**src/rtl/q_learning_pkg.sv**
```systemverilog
// Shared types and constants for the Q-learning table updater:
// FSM state encoding, Q/reward/arithmetic widths, action codes and the
// action-to-lane mapping used by the lane selector.
`timescale 1ns/1ps
package q_learning_pkg;

    localparam int Q_W         = 16;              // unsigned Q8.8 Q value
    localparam int REWARD_W    = 16;              // signed Q8.8 reward
    localparam int CALC_W      = 20;              // signed update arithmetic width
    localparam int ALPHA_W     = 8;               // unsigned Q0.8 coefficients
    localparam int STEP_PROD_W = CALC_W + ALPHA_W + 1;
    localparam int NUM_LANES   = 4;
    localparam int ROW_W       = Q_W * NUM_LANES;
    localparam int ACTION_W    = 4;
    localparam int LANE_W      = 2;

    // Valid action codes; action 4 owns the lowest lane, action 1 the highest
    localparam logic [ACTION_W-1:0] ACTION_1 = 4'd1;
    localparam logic [ACTION_W-1:0] ACTION_2 = 4'd2;
    localparam logic [ACTION_W-1:0] ACTION_3 = 4'd3;
    localparam logic [ACTION_W-1:0] ACTION_4 = 4'd4;

    typedef enum logic [2:0] {
        S_IDLE    = 3'd0,
        S_RD_CUR  = 3'd1,
        S_RD_NXT  = 3'd2,
        S_CAP_NXT = 3'd3,
        S_CALC    = 3'd4,
        S_WRITE   = 3'd5,
        S_DONE    = 3'd6
    } fsm_state_t;

    function automatic logic action_is_valid(input logic [ACTION_W-1:0] a);
        return (a >= ACTION_1) && (a <= ACTION_4);
    endfunction

    // Lane index inside a row: action 4 -> lane 0 ([15:0]) ... action 1 -> lane 3 ([63:48])
    function automatic logic [LANE_W-1:0] action_to_lane(input logic [ACTION_W-1:0] a);
        logic [ACTION_W-1:0] l;
        l = ACTION_4 - a;
        return l[LANE_W-1:0];
    endfunction

endpackage

```
**src/rtl/q_row_max.sv**
```systemverilog
// Combinational unsigned maximum of the four Q lanes of one table row.
`timescale 1ns/1ps
module q_row_max
    import q_learning_pkg::*;
(
    input  logic [ROW_W-1:0] i_row,
    output logic [Q_W-1:0]   o_max
);

    logic [Q_W-1:0] w_lane [NUM_LANES];
    logic [Q_W-1:0] w_max01;
    logic [Q_W-1:0] w_max23;

    generate
        for (genvar gi = 0; gi < NUM_LANES; gi++) begin : g_lane
            assign w_lane[gi] = i_row[gi*Q_W +: Q_W];
        end
    endgenerate

    // Two-level compare tree
    assign w_max01 = (w_lane[0] > w_lane[1]) ? w_lane[0] : w_lane[1];
    assign w_max23 = (w_lane[2] > w_lane[3]) ? w_lane[2] : w_lane[3];
    assign o_max   = (w_max01 > w_max23) ? w_max01 : w_max23;

endmodule

```
**src/rtl/q_value_updater.sv**
```systemverilog
// Single-entry Q-learning update engine:
//   Q(s,a) += ALPHA * (r + GAMMA * max Q(s') - Q(s,a))
// Reads rows s and s' from an external table (one-cycle read latency),
// computes the new lane value and writes the full row back.
// Optional build macro Q_UPDATER_SAT_EN: clamp q_new to 0x0000..0xFFFF
// instead of keeping its low 16 bits.
`timescale 1ns/1ps
module q_value_updater
    import q_learning_pkg::*;
#(
    parameter int                 STATE_W = 4,
    parameter logic [ALPHA_W-1:0] ALPHA   = 8'd26,
    parameter logic [ALPHA_W-1:0] GAMMA   = 8'd230
) (
    input  logic                  clk,
    input  logic                  rst_n,
    input  logic                  start,
    input  logic [STATE_W-1:0]    state,
    input  logic [STATE_W-1:0]    next_state,
    input  logic [ACTION_W-1:0]   action,
    input  logic [REWARD_W-1:0]   reward,
    input  logic                  terminal,
    output logic                  rd_en,
    output logic [STATE_W-1:0]    rd_addr,
    input  logic [ROW_W-1:0]      rd_data,
    output logic                  wr_en,
    output logic [STATE_W-1:0]    wr_addr,
    output logic [ROW_W-1:0]      wr_data,
    output logic                  busy,
    output logic                  done,
    output logic                  err
);

    fsm_state_t             r_fsm;
    fsm_state_t             w_fsm_next;

    logic [STATE_W-1:0]     r_state;
    logic [STATE_W-1:0]     r_next_state;
    logic [LANE_W-1:0]      r_lane;
    logic                   r_act_ok;
    logic [REWARD_W-1:0]    r_reward;
    logic                   r_terminal;
    logic [ROW_W-1:0]       r_cur_row;
    logic [Q_W-1:0]         r_maxn;
    logic [Q_W-1:0]         r_q_new;

    logic [Q_W-1:0]         w_row_max;
    logic [Q_W-1:0]         w_cur_lane [NUM_LANES];
    logic [ROW_W-1:0]       w_upd_row;
    logic [Q_W-1:0]         w_q_old;
    logic [2*Q_W-1:0]       w_disc_prod;
    logic signed [CALC_W-1:0]      w_target;
    logic signed [CALC_W-1:0]      w_delta;
    logic signed [STEP_PROD_W-1:0] w_step_prod;
    logic signed [CALC_W-1:0]      w_step;
    logic signed [CALC_W-1:0]      w_q_calc;
    logic [Q_W-1:0]         w_q_final;

    // Maximum of the next-state row, taken straight off the read bus
    q_row_max u_next_max (
        .i_row (rd_data),
        .o_max (w_row_max)
    );

    // Split the captured row into lanes and build the write-back row
    generate
        for (genvar gi = 0; gi < NUM_LANES; gi++) begin : g_lane
            assign w_cur_lane[gi] = r_cur_row[gi*Q_W +: Q_W];
            assign w_upd_row[gi*Q_W +: Q_W] =
                (r_lane == LANE_W'(gi)) ? r_q_new : w_cur_lane[gi];
        end
    endgenerate

    // Update arithmetic; shifts floor toward minus infinity
    assign w_q_old     = w_cur_lane[r_lane];
    assign w_disc_prod = (2*Q_W)'(GAMMA) * (2*Q_W)'(r_maxn);
    assign w_target    = {{(CALC_W-REWARD_W){r_reward[REWARD_W-1]}}, r_reward}
                       + CALC_W'(w_disc_prod >> 8);
    assign w_delta     = w_target - {{(CALC_W-Q_W){1'b0}}, w_q_old};
    assign w_step_prod = $signed({{(STEP_PROD_W-CALC_W){w_delta[CALC_W-1]}}, w_delta})
                       * $signed({{(STEP_PROD_W-ALPHA_W){1'b0}}, ALPHA});
    assign w_step      = CALC_W'(w_step_prod >>> 8);
    assign w_q_calc    = {{(CALC_W-Q_W){1'b0}}, w_q_old} + w_step;

`ifdef Q_UPDATER_SAT_EN
    // Clamp negative results to 0 and overflow to full scale
    always_comb begin
        w_q_final = w_q_calc[Q_W-1:0];
        if (w_q_calc[CALC_W-1]) begin
            w_q_final = '0;
        end else if (|w_q_calc[CALC_W-2:Q_W]) begin
            w_q_final = '1;
        end
    end
`else
    assign w_q_final = Q_W'(w_q_calc);
`endif

    // FSM state register
    always_ff @(posedge clk or negedge rst_n) begin
        if (!rst_n) begin
            r_fsm <= S_IDLE;
        end else begin
            r_fsm <= w_fsm_next;
        end
    end

    // Next-state and Moore outputs; only IDLE waits, all others step once
    always_comb begin
        w_fsm_next = r_fsm;
        rd_en      = 1'b0;
        rd_addr    = '0;
        wr_en      = 1'b0;
        wr_addr    = '0;
        wr_data    = '0;
        done       = 1'b0;
        err        = 1'b0;
        busy       = (r_fsm != S_IDLE);
        case (r_fsm)
            S_IDLE:    if (start) w_fsm_next = S_RD_CUR;
            S_RD_CUR: begin
                w_fsm_next = S_RD_NXT;
                rd_en      = 1'b1;
                rd_addr    = r_state;
            end
            S_RD_NXT: begin
                w_fsm_next = S_CAP_NXT;
                rd_en      = 1'b1;
                rd_addr    = r_next_state;
            end
            S_CAP_NXT: w_fsm_next = S_CALC;
            S_CALC:    w_fsm_next = S_WRITE;
            S_WRITE: begin
                w_fsm_next = S_DONE;
                if (r_act_ok) begin
                    wr_en   = 1'b1;
                    wr_addr = r_state;
                    wr_data = w_upd_row;
                end
            end
            S_DONE: begin
                w_fsm_next = S_IDLE;
                done       = 1'b1;
                err        = ~r_act_ok;
            end
            default:   w_fsm_next = S_IDLE;
        endcase
    end

    // Request latch and datapath capture registers
    always_ff @(posedge clk or negedge rst_n) begin
        if (!rst_n) begin
            r_state      <= '0;
            r_next_state <= '0;
            r_lane       <= '0;
            r_act_ok     <= 1'b0;
            r_reward     <= '0;
            r_terminal   <= 1'b0;
            r_cur_row    <= '0;
            r_maxn       <= '0;
            r_q_new      <= '0;
        end else begin
            case (r_fsm)
                S_IDLE: begin
                    if (start) begin
                        r_state      <= state;
                        r_next_state <= next_state;
                        r_lane       <= action_to_lane(action);
                        r_act_ok     <= action_is_valid(action);
                        r_reward     <= reward;
                        r_terminal   <= terminal;
                    end
                end
                S_RD_NXT:  r_cur_row <= rd_data;
                S_CAP_NXT: r_maxn    <= r_terminal ? '0 : w_row_max;
                S_CALC:    r_q_new   <= w_q_final;
                default: ;
            endcase
        end
    end

endmodule

```
**config.mk**
```make
export PLATFORM = sky130hd
export DESIGN_NAME = q_value_updater
export DESIGN_NICKNAME = d
export VERILOG_FILES = /design/src/rtl/q_learning_pkg.sv /design/src/rtl/q_row_max.sv /design/src/rtl/q_value_updater.sv
export SDC_FILE = /design/constraint.sdc
export NUM_CORES = 1
export LEC_CHECK = 0
export ABC_CLOCK_PERIOD_IN_PS = 23900
export BUFFER_PORTS_ARGS = -buffer_cell sky130_fd_sc_hd__buf_2
export CAP_MARGIN = 20
export CORE_MARGIN = 2
export CORE_UTILIZATION = 60
export CTS_BUF_LIST = sky130_fd_sc_hd__clkbuf_8
export DETAILED_ROUTE_END_ITERATION = 12
export GPL_TIMING_DRIVEN = 0
export HOLD_SLACK_MARGIN = 0.15
export PLACE_DENSITY_LB_ADDON = 0.08
export SLEW_MARGIN = 5
export SYNTH_ARGS = -nofsm -noshare
export SYNTH_HDL_FRONTEND = slang
export SYNTH_SLANG_ARGS = --single-unit
```
**constraint.sdc**
```tcl
create_clock -name clk -period 23.9 [get_ports clk]
set_clock_uncertainty 0.15 [all_clocks]
set_input_delay 2.39 -clock clk [delete_from_list [all_inputs] [get_ports clk]]
set_output_delay 2.39 -clock clk [all_outputs]
set_load 0.05 [all_outputs]
```
After elaboration in Yosys (flattened, before gate mapping). Index checks and enable logic that the tools add are counted.

Add/sub/neg operators: 4. Multiply operators: 2. Div/mod/pow operators: 0. Magnitude comparators: 6. Equality and inequality tests: 10. Shifts and indexed selects: 0. Muxes and demuxes: 23. Bitwise operators: 2. Reductions and logical operators: 6.

Operators by type and width (number): $mux W16 (10); $mux W64 (2); $gt A16 B16 Y1 (3); $bmux W16 S2 (1); $mul A19 B5 Y23 const B (1); $mul A7 B16 Y23 const A (1); $sub A18 B17 Y19 (1); $add A16 B17 Y18 (1); $pmux W3 S6 (1); $add A16 B16 Y16 (1); $eq A3 B3 Y1 const B (3); $mux W4 (2); $pmux W4 S2 (1); $eq A3 B2 Y1 const B (2); $mux W1 (5); $eq A2 B2 Y1 const B (2); $ge A4 B1 Y1 const B (1); $le A4 B3 Y1 const B (1); $eq A3 B1 Y1 const B (1); $ge A3 B3 Y1 const B (1); $logic_not A3 Y1 (1); $mux W3 (1); $not A2 Y3 (1); $reduce_bool A3 Y1 (1); 8 further kinds (8).

Register bits after elaboration: 127. Bits in latches: 0. Memory bits (writable): 0. Bits in read-only memories: 0. Output and inout port bits: 77. Word-level logic and storage cells: 63. Memories: 0.

Logic depth before layout (Yosys ltp). Gate-level depths: netlist (run 1).

Word-level depth: 7. Mapped depth: 48. Depth with buffers taken out: 48.

By module. From an unflattened synthesis (run 1), not the netlist that was laid out.

Cells, all modules: 1483. Area, all modules: 13726.9 um^2.

Modules (own cells, without submodules): q_value_updater (times used 1, cells an instance 1260, area each 11922.7 um^2, seq. area each 3178.0 um^2); q_row_max (times used 1, cells an instance 223, area each 1804.2 um^2, seq. area each 0.0 um^2).

Least setup slack after synthesis (run 1). No wires, ideal clock.

Kind: register -> register. From: register r_maxn[1]. To: register r_q_new[15]. Arrival time: 9.514 ns. Setup slack: 14.104 ns. Cell stages (with the launch flop): 48. Clock period less this slack: 9.796 ns. Cells stage by stage: dfrtp_1 inv_1 fa_1 inv_1 fa_1 ha_1 inv_1 fa_1 inv_1 ha_1 nor2b_1 a41o_1 a41o_1 o21a_1 o21ai_0 a21oi_1 fa_1 ha_1 (+12 left out) o22a_1 o21a_1 a21oi_2 nor2b_1 o21a_1 o21a_1 nor2_1 ha_1 a21oi_1 nand2b_1 o31ai_1 o21ai_0 nand2b_1 a21o_1 a31oi_1 o21ai_0 xnor2_1 o21ai_1.

Cells in the longest elaborated chain, start to end: 5.

RTL lines: start, declared (line q_value_updater.sv:44) `logic [Q_W-1:0] r_maxn;`; start signal, assigned (line q_value_updater.sv:175) `S_CAP_NXT: r_maxn <= r_terminal ? '0 : w_row_max;`; $mul A7 B16 Y23 (line q_value_updater.sv:76) `assign w_disc_prod = (2*Q_W)'(GAMMA) * (2*Q_W)'(r_maxn);`; $add A16 B17 Y18 (line q_value_updater.sv:78) `+ CALC_W'(w_disc_prod >> 8);`; $sub A18 B17 Y19 (line q_value_updater.sv:79) `assign w_delta = w_target - {{(CALC_W-Q_W){1'b0}}, w_q_old};`; $mul A19 B5 Y23 (line q_value_updater.sv:81) `* $signed({{(STEP_PROD_W-ALPHA_W){1'b0}}, ALPHA});`; $add A16 B16 Y16 (line q_value_updater.sv:83) `assign w_q_calc = {{(CALC_W-Q_W){1'b0}}, w_q_old} + w_step;`; end signal, assigned (line q_value_updater.sv:176) `S_CALC: r_q_new <= w_q_final;`; end, declared (line q_value_updater.sv:45) `logic [Q_W-1:0] r_q_new;`.

No other way between the ends. A chain may end at the register's enable or synchronous reset.

Worst setup path in the final report (run 1).
From: register r_maxn[2]. To: register r_q_new[15].

The elaborated chain is that of the path after synthesis.

==> results.py, run 1 <==
metrics = {
    "timing": {
        "period_share_pct": 45.6,
        "hold_viol_final": 0,
        "fin_setup_tns_ps": 0,
        "worst_slew_pin_slew_ps": 932,
        "setup_viol_count_final": 0,
        "slew_violations": 0,
        "whs_ps": 369,
        "timing.fmax_mhz": 91.9,
        "slew_headroom_pct": 37.6,
        "min_period_ps": 10890,
        "rsz0062_at_grt": "no",
    },
    "synth": {
        "yosysUniqueCellTypes": 62,
        "synth_seq_area_share_pct": 23.7,
        "synth_edf_count": 0,
        "syn-cell-area_sq_mm": 0.0134,
        "ys_ff_latch": 127,
        "synthFlopType": "dfrtp_1",
        "syn-instance-count": 1443,
        "async_flop_share_pct": 100,
        "yosys_warnings": 0,
        "synthesis.nets": 1802,
        "syn_area_per_cell_sq_um": 9.31,
    },
    "global_routing": {
        "busiest_layer": "met2",
        "grt_pass1_wl_mm": 62.3,
        "antenna_found_initial": 0,
        "grt_pass1_vias": 11300,
        "grtUsageTotal_pct": 34.5,
        "grt_util_met1_pct": 45.7,
        "use_met2_pct": 56.2,
        "met3_usage_pct": 5.05,
        "grt_max_degree": 79,
        "grt_overflow_total": 0,
    },
    "worst_hold_path": {
        "holdPathStages": 1,
        "hold_class": "flop to flop",
    },
    "floorplan": {
        "dieArea_sq_mm": 0.0236,
        "num_rows": 54,
        "dieWidth_microns": 154,
        "start_util_pct": 61.4,
        "pin_count": 173,
        "coreArea_sq_mm": 0.0219,
        "die_h_microns": 154,
    },
    "worst_setup_path": {
        "slowest_stage": "fa_1",
        "critPathRequiredTime_ps": 24080,
        "arrival_ps": 11070,
        "endpoint_kind": "flop",
        "slowest_delay_ps": 540,
        "criticalPathCategory": "flop to flop",
        "start_kind": "flop",
        "critPathMaxFanout": 5,
        "rr_worst_depth": 48,
    },
    "placement": {
        "place_area_sq_mm": 0.0147,
        "hpwlAfterDp_mm": 32.5,
        "io_buffers": 172,
        "gp_congestion": 1.01,
    },
    "finish": {
        "stdcell_area_sq_mm": 0.0151,
        "layout-drive-gt1-share_pct": 20.8,
        "finalNetCount": 1994,
        "n_fill_cell": 1798,
        "regArea_sq_mm": 0.00318,
        "diodes": 0,
        "final_core_util_pct": 69.0,
        "area_delta_synth_final_pct": 12.5,
        "multi_input_area_sq_mm": 0.00930,
    },
    "clock_tree": {
        "clock_latency_ps": 470,
        "cts_buffers": 17,
        "htreeDepth": 4,
        "hold_buffers": 0,
        "root_buffer": "clkbuf_8",
        "ctsResizeCount": 0,
        "clockBufferDepth": 2,
        "clkSlewWorstSetupHoldPaths_ps": 100,
        "cts_tree": "built",
        "clkSinkCount": 127,
        "post_cts_buffers": 0,
    },
    "job": {
        "drv_cap": 0,
    },
    "route": {
        "finalWirelength_mm": 39.7,
        "vias": 11400,
        "drc_errors": 0,
        "firstDrtPassIters": 6,
        "wire_per_inst_microns": 20.6,
        "vias_per_cell": 5.92,
        "drt_iter0_drc": 853,
        "ant_nets": 0,
    },
    "run_status": {
        "status": "complete, no violations",
    },
}
-- kinds of logic after synthesis --
logic type / after synthesis / synth area share (%)
flip-flops: 127 / 23.7
multiplexers: 135 / 12.5
AND/OR/NAND/NOR: 341 / 11.5
AO/OA/AOI/OAI: 276 / 13.4
adder cells (fa/ha/maj): 263 / 28.4
buffers and inverters: 248 / 7.08
XOR/XNOR: 53 / 3.46
-- metrics by stage --
step           std cells  setup slack (ps)
2_1_floorplan       1443             14100
3_3_place_gp        1895             13240
3_5_place_dp        1896             13020
4_1_cts             1928             12930
5_1_grt             1928             12460
6_report            1928             13010
-- cell usage after synthesis (3+ instances only) --
cell,instances,share of area [%]
and4_1,4,0.26
and2_1,4,0.19
or2_2,5,0.23
nor3_1,13,0.48
nand2b_1,26,1.2
a31oi_1,4,0.19
clkbuf_1,39,1.1
o21ai_0,43,1.6
o21a_1,26,1.5
nor2b_1,19,0.89
mux2_2,102,8.6
a21oi_1,110,4.1
nand4_1,10,0.47
o21ai_1,5,0.19
inv_1,201,5.6
or3_1,3,0.14
fa_1,70,10
mux4_2,16,2.7
a21o_1,28,1.6
nand3_1,19,0.71
ha_1,193,18
a22oi_1,4,0.22
mux2i_1,16,1.2
a32o_1,16,1.2
buf_1,4,0.11
a41o_1,3,0.22
o21bai_1,5,0.28
a211oi_1,7,0.39
xnor2_1,31,2.0
nand2_1,169,4.7
xor2_1,22,1.4
nor2_1,58,1.6
and3_1,3,0.14
dfrtp_1,127,24
-- flip-flops by register name (all words and copies together) (netlist names) --
register	cells
r_terminal	1
r_maxn	16
r_next_state	4
r_lane	2
r_act_ok	1
r_q_new	16
r_reward	16
r_fsm	3
r_cur_row	64
r_state	4
-- routing by layer --
| metal | vias to the layer above | share of wire [%] |
|---|---|---|
| li1 | 5315 | - |
| met1 | 5510 | 42 |
| met2 | 493 | 46 |
| met3 | 90 | 6.8 |
| met4 | 0 | 5.2 |
| met5 | - | 0 |
-- worst max-delay path, delay by kind of cell (launching register included) --
kind / cells / cell delay, ps
adder cells (fa/ha/maj): 12 / 4490
AO/OA/AOI/OAI: 18 / 3460
AND/OR/NAND/NOR: 8 / 870
XOR/XNOR: 3 / 820
flip-flops: 1 / 470
buffers and inverters: 7 / 460
-- cell usage in the layout, fill, tap and decap left out, drive strengths merged, types with 28 or more instances in the layout --
cell type / n
clkbuf: 56
dfrtp: 127
nor2: 59
nand2: 170
buf: 181
xnor2: 31
fa: 70
a21oi: 112
ha: 193
o21ai: 48
inv: 211
mux2: 103
a21o: 28
-- layout make-up --
type / instances / share of cell area (%)
Multi-Input combinational cell: 1068 / 61.6
Tap cell: 280 / 2.32
Buffer: 47 / 1.30
Timing Repair Buffer: 173 / 5.92
Clock buffer: 17 / 1.55
Sequential cell: 127 / 21.0
Clock inverter: 15 / 1.30
Inverter: 201 / 4.99
-- worst paths after layout --
| check | from | end | slack, ps |
|---|---|---|---|
| worst max-delay path | r_maxn[2]$_DFFE_PN0P_ | r_q_new[15]$_DFFE_PN0P_ | 13010 |
| worst max register to register | r_maxn[2]$_DFFE_PN0P_ | r_q_new[15]$_DFFE_PN0P_ | 13010 |
| min in group asynchronous | rst_n | r_cur_row[36]$_DFFE_PN0P_ | 1720 |
| max in group asynchronous | rst_n | r_state[1]$_DFFE_PN0P_ | 21120 |
| worst min register to register | r_next_state[2]$_DFFE_PN0P_ | r_next_state[2]$_DFFE_PN0P_ | 370 |
| worst min-delay path | r_next_state[2]$_DFFE_PN0P_ | r_next_state[2]$_DFFE_PN0P_ | 370 |
Power of run 1 is not shown: default switching activity piles up to over one toggle a cycle in this logic, so the estimate is an artifact.
==> inputs of run 2 (changes only) <==
Settings changed: ABC_AREA set to 1, ABC_CLOCK_PERIOD_IN_PS 23900 to 10630.
Clock period 23.9 ns to 10.63 ns, I/O delays scaled along.
==> results.py, run 2 <==
metrics = {
    "worst_setup_path": {
        "start_kind": "flop",
        "r2r_setup_slack_ps": 590,
        "slowest_stage": "fa_1",
        "reg2reg_to": "r_q_new[13]$_DFFE_PN0P_",
        "slowest_delay_ps": 540,
        "criticalPathCategory": "flop to flop",
        "endpoint_kind": "flop",
        "critPathMaxFanout": 6,
        "arrival_ps": 10260,
        "critPathRequiredTime_ps": 10850,
        "rr_worst_depth": 47,
        "timing.rr.start": "r_maxn[1]$_DFFE_PN0P_",
        "crit_top_cell": "nand2_1",
    },
    "worst_hold_path": {
        "hold_class": "input port to asynchronous set/reset pin",
    },
    "floorplan": {
        "dieWidth_microns": 157,
        "die_h_microns": 157,
        "dieArea_sq_mm": 0.0248,
        "num_rows": 56,
        "pin_count": 173,
        "start_util_pct": 60.7,
        "coreArea_sq_mm": 0.0233,
    },
    "route": {
        "ant_nets": 0,
        "vias_per_cell": 5.67,
        "drt_iter0_drc": 1205,
        "vias": 13400,
        "finalWirelength_mm": 43.4,
        "drc_errors": 0,
        "firstDrtPassIters": 6,
        "wire_per_inst_microns": 18.3,
    },
    "finish": {
        "layout-drive-gt1-share_pct": 15.2,
        "finalNetCount": 2396,
        "area_delta_synth_final_pct": 12.4,
        "multi_input_area_sq_mm": 0.00958,
        "diodes": 0,
        "final_common_cell": "nand2_1",
        "n_fill_cell": 2071,
        "largest_register_ffs": 64,
        "final_cell_mix": "336 x nand2_1, 313 x inv_1, 193 x ha_1, 185 x buf_2, 163 x a21oi_1",
        "regMostFlops": "r_cur_row",
        "regArea_sq_mm": 0.00318,
    },
    "global_routing": {
        "grt_overflow_total": 0,
        "grt_pass1_vias": 12700,
        "grtUsageTotal_pct": 35.7,
        "grt_pass1_wl_mm": 67.1,
        "grt_max_degree": 95,
        "antenna_found_initial": 0,
    },
    "synth": {
        "synth_seq_area_share_pct": 22.5,
        "async_flop_share_pct": 100,
        "synthFlopType": "dfrtp_1",
        "synthesis.nets": 2204,
        "syn-cell-area_sq_mm": 0.0141,
        "synth_edf_count": 0,
        "ys_top_cells_by_count": "336 x nand2_1, 313 x inv_1, 193 x ha_1",
        "syn_area_per_cell_sq_um": 7.65,
        "netlist.area_leader.share_pct": 22.5,
        "syn-instance-count": 1845,
        "yosysUniqueCellTypes": 56,
        "yosysMostFrequentCell": "nand2_1",
        "yosys_warnings": 0,
        "synth.area.top_cells": "dfrtp_1 23%, ha_1 17%, fa_1 9.9%, nand2_1 8.9%, inv_1 8.3%",
        "synth_top_cell_by_area": "dfrtp_1",
        "ys_ff_latch": 127,
    },
    "timing": {
        "worst_slew_pin_slew_ps": 783,
        "slew_violations": 0,
        "fin_setup_tns_ps": 0,
        "hold_viol_final": 0,
        "timing.fmax_mhz": 99.6,
        "setup_viol_count_final": 0,
        "slew_headroom_pct": 47.8,
        "rsz0062_at_grt": "no",
        "min_period_ps": 10040,
        "period_share_pct": 94.5,
    },
    "placement": {
        "hpwlAfterDp_mm": 36.4,
        "gp_congestion": 1.00,
        "io_buffers": 172,
    },
    "clock_tree": {
        "clock_latency_ps": 470,
        "clkSlewWorstSetupHoldPaths_ps": 80,
        "hold_buffers": 0,
        "clockBufferDepth": 2,
        "cts_tree": "built",
        "cts_buffers": 17,
        "htreeDepth": 4,
        "post_cts_buffers": 0,
        "clkSinkCount": 127,
        "root_buffer": "clkbuf_8",
    },
    "run_status": {
        "status": "complete, no violations",
    },
    "job": {
        "drv_cap": 0,
    },
}
[run 2: changes by cell type after synthesis, moves of 22 or more]
cell / previous run / this run
nand2_1: 169 / 336
inv_1: 201 / 313
nand3_1: 19 / 119
o21ai_0: 43 / 141
mux2_2: 102 / 25
a21oi_1: 110 / 164
nand2b_1: 26 / 0
a21o_1: 28 / 5
xor2_1: 22 / 44
[run 2: worst max path at each step]
stage / start / to / slack [ps] / cells after the start
after floorplan: r_maxn[6]$_DFFE_PN0P_ / r_q_new[14]$_DFFE_PN0P_ / 1540 / 42
after global placement: r_maxn[6]$_DFFE_PN0P_ / r_q_new[15]$_DFFE_PN0P_ / 440 / 44
after detailed placement: r_maxn[6]$_DFFE_PN0P_ / r_q_new[15]$_DFFE_PN0P_ / 280 / 42
after CTS: r_maxn[6]$_DFFE_PN0P_ / r_q_new[15]$_DFFE_PN0P_ / 260 / 44
after global routing: r_maxn[2]$_DFFE_PN0P_ / r_q_new[13]$_DFFE_PN0P_ / 20 / 49
final: r_maxn[1]$_DFFE_PN0P_ / r_q_new[13]$_DFFE_PN0P_ / 590 / 47
[run 2: critical path, delay by kind of cell, from the launching register on]
family	cells	cell delay, ps
AO/OA/AOI/OAI	12	2130
XOR/XNOR	4	890
adder cells (fa/ha/maj)	12	4770
buffers and inverters	8	550
flip-flops	1	430
AND/OR/NAND/NOR	11	980
[run 2: layout make-up]
cell class	instances	share of cell area (%)
multi-input combinational	1343	60.4
sequential	127	20.0
inverter	319	7.55
timing repair buffer	173	5.64
tap	319	2.52
clock buffer	19	1.65
buffer	56	1.55
clock inverter	12	0.686
[run 2: through the flow]
step	utilization, %	setup slack [ps]	cells	hold slack, ps	cell area, sq um
after floorplan	-	1540	1845	299	14100
after global placement	66.1	441	2336	316	15400
after detailed placement	66.2	285	2337	321	15400
after CTS	67.8	259	2368	333	15800
after global routing	68.2	21.5	2368	334	15900
final	68.2	588	2368	328	15900
[run 2: repair_timing]
item | 4_1_cts | 5_1_grt
endpoints found under the hold margin | 0 | 0
setup endpoints to repair | 0 | 6
gates resized for setup | 0 | 19
[run 2: logic make-up after synthesis]
logic type      share of synthesized area, %
flops                                   22.5
simple gates                            18.0
fa+ha+maj                               27.0
xor+xnor                                4.15
mux                                     1.99
compound gates                          16.0
buf+inv                                 10.2
[run 2: routing by layer]
| layer | GRT usage [%] | vias up | routed length (microns) |
|---|---|---|---|
| met1 | 50.7 | 6360 | 19000 |
| met4 | 12.8 | 0 | 1450 |
| met5 | 0 | - | 0 |
| met2 | 55.8 | 550 | 19400 |
| met3 | 4.90 | 87 | 3620 |
| li1 | - | 6424 | - |
Power of run 2 is left out for the same reason.
==> inputs of run 3 (changes only) <==
Settings changed: ABC_CLOCK_PERIOD_IN_PS 10630 to not set, CORE_UTILIZATION 60 to 55.
Clock period 10.63 ns to 8.6 ns, I/O delays scaled along.
==> results.py, run 3 (synthesis results as in run 2) <==
metrics = {
    "run_status": {
        "status": "complete, but fails checks",
        "failed_checks": "negative setup slack",
    },
    "floorplan": {
        "dieArea_sq_mm": 0.0270,
        "start_util_pct": 56.1,
        "coreArea_sq_mm": 0.0252,
        "pin_count": 173,
        "die_h_microns": 164,
        "num_rows": 58,
        "dieWidth_microns": 164,
    },
    "worst_hold_path": {
        "hold_class": "flop to flop",
    },
    "timing": {
        "hold_viol_final": 0,
        "worst_slew_pin_slew_ps": 811,
        "slew_headroom_pct": 45.9,
        "timing.final.ws_setup_ps": -892,
        "slew_violations": 0,
        "timing.fmax_mhz": 105,
        "period_share_pct": 110,
        "fin_setup_tns_ps": -7280,
        "setup_viol_count_final": 13,
        "min_period_ps": 9490,
        "rsz0062_at_grt": "yes",
    },
    "route": {
        "firstDrtPassIters": 6,
        "vias": 14100,
        "drt_iter0_drc": 1316,
        "wire_per_inst_microns": 20.0,
        "finalWirelength_mm": 49.2,
        "ant_nets": 0,
        "vias_per_cell": 5.75,
        "drc_errors": 0,
    },
    "worst_setup_path": {
        "slowest_stage": "fa_1",
        "critPathRequiredTime_ps": 8790,
        "arrival_ps": 9680,
        "rr_worst_depth": 47,
        "endpoint_kind": "flop",
        "crit_start": "r_maxn[2]$_DFFE_PN0P_",
        "reg2reg_to": "r_q_new[13]$_DFFE_PN0P_",
        "crit_end": "r_q_new[13]$_DFFE_PN0P_",
        "start_kind": "flop",
        "criticalPathCategory": "flop to flop",
        "timing.rr.start": "r_maxn[2]$_DFFE_PN0P_",
        "slowest_delay_ps": 570,
        "r2r_setup_slack_ps": -890,
        "critPathMaxFanout": 4,
    },
    "finish": {
        "area_delta_synth_final_pct": 28.1,
        "diodes": 0,
        "multi_input_area_sq_mm": 0.0111,
        "layoutNonFillerInstCount": 2458,
        "n_fill_cell": 1967,
        "regMostFlops": "r_cur_row",
        "layout-drive-gt1-share_pct": 28.8,
        "finalNetCount": 2475,
        "final_common_cell": "nand2_1",
        "largest_register_ffs": 64,
        "final_cell_mix": "302 x nand2_1, 279 x inv_1, 184 x buf_2, 140 x ha_1, 131 x a21oi_1",
        "regArea_sq_mm": 0.00319,
    },
    "job": {
        "drv_cap": 0,
    },
    "global_routing": {
        "grt_max_degree": 96,
        "grt_pass1_wl_mm": 71.8,
        "grt_overflow_total": 0,
        "grt_pass1_vias": 13400,
        "antenna_found_initial": 0,
        "grtUsageTotal_pct": 35.0,
    },
    "placement": {
        "hpwlAfterDp_mm": 37.6,
        "io_buffers": 172,
        "dpl.cell_count": 2348,
        "gp_congestion": 0.977,
    },
    "clock_tree": {
        "clkSinkCount": 127,
        "cts_tree": "built",
        "clockBufferDepth": 2,
        "htreeDepth": 4,
        "clkSlewWorstSetupHoldPaths_ps": 80,
        "root_buffer": "clkbuf_8",
        "clock_latency_ps": 470,
        "cts_buffers": 17,
    },
}
run 3: how the worst min path moves through the flow:
stage | startpoint | to | cells past startpoint | slack, ps
3_3_place_gp | r_q_new[15]$_DFFE_PN0P_ | r_q_new[15]$_DFFE_PN0P_ | 2 | 320
3_5_place_dp | r_q_new[15]$_DFFE_PN0P_ | r_q_new[15]$_DFFE_PN0P_ | 2 | 320
6_report | r_q_new[12]$_DFFE_PN0P_ | r_q_new[12]$_DFFE_PN0P_ | 2 | 340
2_1_floorplan | r_q_new[12]$_DFFE_PN0P_ | r_q_new[12]$_DFFE_PN0P_ | 2 | 300
4_1_cts | r_q_new[15]$_DFFE_PN0P_ | r_q_new[15]$_DFFE_PN0P_ | 2 | 340
5_1_grt | r_q_new[12]$_DFFE_PN0P_ | r_q_new[12]$_DFFE_PN0P_ | 2 | 370
run 3: layout make-up:
cell class / instances / share of cell area, %
clock inverters: 12 / 0.616
multi-input cells: 1343 / 61.5
repair buffers: 254 / 8.54
flip-flops and latches: 127 / 17.6
plain buffers: 54 / 1.36
inverters: 319 / 6.65
clock buffers: 19 / 1.45
well taps: 330 / 2.28
run 3: worst max-delay path, delay by kind of cell (launching register included):
family	cells	cell delay (ps)
and+or+nand+nor	11	1140
DFF	1	410
AOI/OAI and AO/OA	9	1480
xor gates and xnor gates	4	710
adders and majority gates	12	4660
buffers and inverters	11	790
run 3: repair_timing:
| action | in CTS | in global routing |
|---|---|---|
| hold endpoints to repair | 22 | 0 |
| endpoints found under the setup margin | 15 | 14 |
| buffers inserted | 47 | 34 |
| hold buffers | 1 | 0 |
| pin swaps | 102 | 115 |
| resized for setup | 142 | 159 |
run 3: per-layer routing:
layer / vias up / wire length (microns) / share of wire (%) / global-route usage (%)
met5: - / 0 / 0 / 0
li1: 6577 / - / - / -
met4: 0 / 2560 / 5.2 / 15.0
met1: 6778 / 20600 / 42 / 48.4
met3: 157 / 3880 / 7.9 / 5.18
met2: 616 / 22100 / 45 / 54.8
run 3: per-stage QoR:
step / setup slack (ps) / area, sq um / hold WS (ps) / utilization (%)
after global routing: -1220 / 18100 / 369 / 71.8
after global placement: -1190 / 15600 / 316 / 61.9
final: -892 / 18100 / 340 / 71.8
after floorplan: -94.4 / 14300 / 299 / -
after CTS: -521 / 17000 / 345 / 67.6
after detailed placement: -1260 / 15600 / 323 / 62.0
Power of run 3 is left out for the same reason.
